<file path="config.mk">
export PLATFORM = sky130hd
export DESIGN_NAME = ysyx_23060096_ifu
export DESIGN_NICKNAME = d
export VERILOG_FILES = /design/src/rtl/ysyx_23060096_ifu.sv
export SDC_FILE = /design/constraint.sdc
export NUM_CORES = 1
export LEC_CHECK = 0
export ABC_AREA = 1
export BUFFER_PORTS_ARGS = -buffer_cell sky130_fd_sc_hd__buf_2
export CAP_MARGIN = 25
export CORE_MARGIN = 2
export CORE_UTILIZATION = 50
export CTS_BUF_LIST = sky130_fd_sc_hd__clkbuf_16
export DETAILED_ROUTE_END_ITERATION = 6
export PLACE_DENSITY_LB_ADDON = 0.15
export SYNTH_ARGS = -nofsm -noshare
export SYNTH_HDL_FRONTEND = slang
export SYNTH_SLANG_ARGS = --single-unit
</file>
<file path="constraint.sdc">
create_clock -name clk -period 4.1 [get_ports clk]
set_input_delay 0.82 -clock clk [delete_from_list [all_inputs] [get_ports clk]]
set_output_delay 0.82 -clock clk [all_outputs]
set_load 0.01 [all_outputs]
</file>
<file path="src/rtl/ysyx_23060096_ifu.sv">
// ysyx_23060096_ifu -- instruction fetch unit
//
// Owns the architectural PC and fetches one 32-bit word at a time from
// instruction memory. Each fetch moves through a short FSM:
// request, wait for data, hold the word for decode. When decode consumes
// the word, the PC advances to pc+4 or to a redirect target from execute.
//
// Parameters:
//   RESET_PC        PC value loaded on reset
//
// Ports:
//   clk             core clock, rising-edge active
//   rst             asynchronous active-high reset
//   req_valid       fetch request to instruction memory (state REQ)
//   req_ready       memory accepts the request this cycle
//   req_addr        fetch address (always equals pc)
//   rsp_valid       instruction word returned this cycle (sampled only in WAIT)
//   rsp_data        returned instruction word
//   inst_valid      inst holds a valid instruction (state HOLD)
//   inst_ready      decode consumes inst this cycle
//   inst            captured instruction word
//   pc              address of the instruction being fetched or held
//   redirect_valid  use redirect_pc instead of pc+4 (sampled on handshake)
//   redirect_pc     redirect target
//   fetch_cnt       number of completed decode handshakes (wraps)
//   fault           misaligned fetch target trap (state FAULT)
//
// Configuration macro:
//   YSYX_23060096_IFU_MISALIGN_EN
//     defined:   a misaligned next PC is loaded as-is and the unit parks
//                in FAULT until reset.
//     undefined: the next PC has bits [1:0] cleared, there is no FAULT
//                state and fault is tied low.

module ysyx_23060096_ifu #(
    parameter logic [31:0] RESET_PC = 32'h8000_0000
) (
    input  logic        clk,
    input  logic        rst,
    output logic        req_valid,
    input  logic        req_ready,
    output logic [31:0] req_addr,
    input  logic        rsp_valid,
    input  logic [31:0] rsp_data,
    output logic        inst_valid,
    input  logic        inst_ready,
    output logic [31:0] inst,
    output logic [31:0] pc,
    input  logic        redirect_valid,
    input  logic [31:0] redirect_pc,
    output logic [31:0] fetch_cnt,
    output logic        fault
);

`ifdef YSYX_23060096_IFU_MISALIGN_EN
    typedef enum logic [2:0] {
        IDLE  = 3'd0,
        REQ   = 3'd1,
        WAIT  = 3'd2,
        HOLD  = 3'd3,
        FAULT = 3'd4
    } state_t;
`else
    typedef enum logic [1:0] {
        IDLE = 2'd0,
        REQ  = 2'd1,
        WAIT = 2'd2,
        HOLD = 2'd3
    } state_t;
`endif

    state_t      state;
    state_t      state_next;
    logic [31:0] pc_q;
    logic [31:0] pc_next;
    logic [31:0] inst_q;
    logic [31:0] inst_next;
    logic [31:0] cnt_q;
    logic [31:0] cnt_next;

    logic        handshake;
    logic [31:0] target;

    // Decode has taken the held word this cycle.
    assign handshake = (state == HOLD) && inst_ready;

    // Next fetch address chosen at handshake time; pc+4 wraps naturally.
    assign target = redirect_valid ? redirect_pc : (pc_q + 32'd4);

    // State and datapath registers; everything is reset asynchronously.
    always_ff @(posedge clk or posedge rst) begin
        if (rst) begin
            state  <= IDLE;
            pc_q   <= RESET_PC;
            inst_q <= 32'h0;
            cnt_q  <= 32'h0;
        end else begin
            state  <= state_next;
            pc_q   <= pc_next;
            inst_q <= inst_next;
            cnt_q  <= cnt_next;
        end
    end

    // Next-state and datapath update logic. rsp_valid only matters in WAIT,
    // so a stale response after an aborted transaction is dropped.
    always_comb begin
        state_next = state;
        pc_next    = pc_q;
        inst_next  = inst_q;
        cnt_next   = cnt_q;

        case (state)
            IDLE: begin
                state_next = REQ;
            end
            REQ: begin
                if (req_ready) begin
                    state_next = WAIT;
                end
            end
            WAIT: begin
                if (rsp_valid) begin
                    inst_next  = rsp_data;
                    state_next = HOLD;
                end
            end
            HOLD: begin
                if (handshake) begin
                    cnt_next = cnt_q + 32'd1;
`ifdef YSYX_23060096_IFU_MISALIGN_EN
                    // Keep the offending target visible in pc for the trap.
                    pc_next = target;
                    if (target[1:0] != 2'b00) begin
                        state_next = FAULT;
                    end else begin
                        state_next = REQ;
                    end
`else
                    // Word fetches only: silently drop the low address bits.
                    pc_next    = target & 32'hFFFF_FFFC;
                    state_next = REQ;
`endif
                end
            end
`ifdef YSYX_23060096_IFU_MISALIGN_EN
            FAULT: begin
                state_next = FAULT;
            end
`endif
            default: begin
                state_next = IDLE;
            end
        endcase
    end

    // All outputs come straight from registers; no input reaches an output
    // combinationally.
    assign req_valid  = (state == REQ);
    assign inst_valid = (state == HOLD);
    assign req_addr   = pc_q;
    assign pc         = pc_q;
    assign inst       = inst_q;
    assign fetch_cnt  = cnt_q;

`ifdef YSYX_23060096_IFU_MISALIGN_EN
    assign fault = (state == FAULT);
`else
    assign fault = 1'b0;
`endif

endmodule

</file>
==> metrics.md <==
| Metric | Value |
|---|---|
| Status | `completed` |
| Starting DRT DRC Count | `257` |
| RR Endpoint | `fetch_cnt[17]$_DFFE_PP0P_` |
| Vias in the first global route | `4846` |
| Die ar. | `12170 µm²` |
| Post-detailed-route count of antenna-violating nets | `0` |
| Die width | `110.3 µm` |
| DRT Wirelength | `13690 µm` |
| Pin count of the biggest net entering global routing | `61` |
| TritonCTS clock tree | `done` |
| Yosys top cell by area | `dfrtp_1` |
| Worst Reg-to-Reg Cells | `9` |
| Cells after synthesis | `723` |
| DRC | `0` |
| Post-synthesis sequential area ratio | `0.4254` |
| Final period utilization | `0.4894` |
| # resized after CTS | `0` |
| Commonest non-fill, non-tap cell in the layout | `nand2_1` |
| Clock Skews | `0.005220 ns` |
| Worst path slowest cell | `dfrtp_1` |
| # clock sinks | `96` |
| Max_cap viols | `0` |
| Post-CTS setup buffers | `0` |
| WL per Instance | `13.32 µm` |
| Hold worst-path end | `fetch_cnt[31]$_DFFE_PP0P_` |
| Max clock buf depth | `2` |
| Initial antenna violation count | `0` |
| Top cell type's share of synthesized area | `0.4207` |
| Starting Density | `0.5167` |
| Drt via density | `4.988` |
| Reg-to-Reg Start | `state[1]$_DFFE_PP0P_` |
| Net total in the final layout | `958` |
| Clk Latency, worst-skew pair | `0.35 ns` |
| Final Hold Viols | `0` |
| Top Ports | `201` |
| Startpoint types | `flip-flop` |
| Measured slew at the worst slew-check pin | `0.9096 ns` |
| Synthesized area | `5650 µm²` |
| Share of cells above drive strength 1 | `0.3198` |
| Final setup fails | `0` |
| GRT overflow | `0` |
| Hold Crit Depth | `2` |
| PwrDens | `608.4 nW/µm²` |
| Non-Filler Instances | `1028` |
| Area Growth Syn to Fin | `20.75%` |
| Setup TNS | `0 ns` |
| Fin crit period | `2.007 ns` |
| Netlist cell types | `35` |
| Max VDD drop | `0.3480 mV` |
| Max Fclk | `0.4983 GHz` |
| Relative slew slack | `0.3929` |
| RePlAce Congestion | `0.9588` |
| Final WS setup | `2.093 ns` |
| Clk slew on worst S/H paths | `0.07 ns` |
| # diodes | `0` |
| Crit path cell chain | `inv_1 > ha_1 > buf_2` |
| Critical path endpoint category | `primary output` |
| HPWL Detailed | `10210 µm` |
| P_leak | `3.524 nW` |
| H-tree Lvls | `3` |
| Hold crit path type | `flip-flop to flip-flop` |
| Core Region | `10940 µm²` |
| Crit path DAT | `1.19 ns` |
| First drt pass iteration count | `4` |
| Critical path peak fanout | `4` |
| Placed cell count | `1012` |
| First-pass GRT wire length | `21870 µm` |
| Number of port buffers | `193` |
| RSZ-0062 raised after global routing | `no` |
| Top post-synthesis cells by area | `dfrtp_1 (42%), nand2_1 (14%), mux2_2 (6.4%)` |
| Critical Path RT | `3.28 ns` |
| TritonCTS Buffers | `9` |
| Commonest non-fill, non-tap cells in the layout | `nand2_1 (206), buf_2 (193), dfrtp_1 (95), nor2_1 (80), inv_1 (72)` |
| Hold Startpoint | `fetch_cnt[31]$_DFFE_PP0P_` |
| Clock Tree Root | `clkbuf_16` |
| Vert. Die Dim | `110.3 µm` |
| Max stage delay on crit path | `0.42 ns` |
| Synth Register Bits | `96` |
| Total global-route track usage | `0.2280` |
| Fin util | `0.6239` |
| Kind of critical path | `flip-flop to primary output` |
| CTS Hold Bufs | `0` |
| Synth warn | `0` |
| Slew Viols, Final | `0` |
| Reg-to-reg slack, setup | `2.11 ns` |
| Synthesized area per cell | `7.815 µm²` |
| Vias | `5128` |
| Pre-CTS setup slack | `1.797 ns` |
| FP Rows | `38` |
[synth_stat cells, drive strengths merged]
cell and count:
nand3b 3, nor4 1, nand2 213, nor3b 1, mux2 32, dfrtp 95
a21oi 26, inv 74, nand4 6, xnor2 10, o21ai 29, nor3 7
nand3 47, o221ai 1, clkbuf 8, buf 45, xor2 11, nor2 101
or2 1, conb 1, dfstp 1, o22ai 1, and2 4, ha 5
[power breakdown]
group / switching (W) / internal, W / leakage (nW)
Combinational: 0.000931 / 0.000726 / 2.18
Clock: 0.000414 / 0.000432 / 0.147
Sequential: 0.000359 / 0.00129 / 1.20
Total: 0.00170 / 0.00245 / 3.52
[layout make-up]
cell class | count | area [µm²]
clock buffer | 9 | 225.2
clock inverter | 7 | 73.82
fill | 1015 | 4113
inverter | 74 | 279.0
multi-input combinational | 504 | 2643
sequential | 96 | 2404
tap | 140 | 175.2
timing repair buffer | 198 | 1023
[worst max path at each step]
stage                                     end                 start  depth (start not counted)  slack (ns)
floorplan            fetch_cnt[0]$_DFFE_PP0P_                   rst                          1        0.78
detailed placement         pc[10]$_DFFE_PP0P_        redirect_valid                          6        1.80
finish                              req_valid  state[1]$_DFFE_PP0P_                          3        2.09
global placement         inst[15]$_DFFE_PP0P_             rsp_valid                          3        1.74
global route        fetch_cnt[17]$_DFFE_PP0P_  state[0]$_DFFE_PP0P_                          9        1.92
CTS                                 req_valid  state[1]$_DFFE_PP0P_                          3        2.08
[sequential cells by signal (all words and copies together) (netlist names)]
register	count
state	2
fetch_cnt	32
pc	30
inst	32
[worst max-delay path, delay by kind of cell, from the launching register on]
family / cells / cell delay [ns]
DFF: 1 / 0.42
buffers and inverters: 2 / 0.22
adders and majority gates: 1 / 0.19
[per-layer routing]
layer	wire, µm	track usage
met3	820	0.04174
met2	6748	0.3918
met1	5869	0.2843
met4	255	0.08929
met5	0	0
[kinds of logic (layout without fill, tap and decap cells)]
family | after synthesis | count (layout) | synth area share
AND/OR/NAND/NOR | 384 | 384 | 0.3056
buffers and inverters | 127 | 288 | 0.1096
flip-flops | 96 | 96 | 0.4254
AO/OA/AOI/OAI | 57 | 57 | 0.05137
multiplexers | 32 | 32 | 0.06377
XOR/XNOR | 21 | 21 | 0.03255
adder cells (fa/ha/maj) | 5 | 5 | 0.01107
other | 1 | 5 | 0.0006637
[through the flow]
stage                     hold WS [ns]  power (W)  cell area [µm²]
after floorplan                 0.4918   0.002794             5665
after global placement          0.4685   0.003263             6496
after detailed placement        0.4821   0.003332             6524
after CTS                       0.5001   0.004197             6823
after global routing            0.5208   0.004482             6823
final                           0.4925   0.004151             6823
No activity file was read; power rests on OpenSTA's default activity.
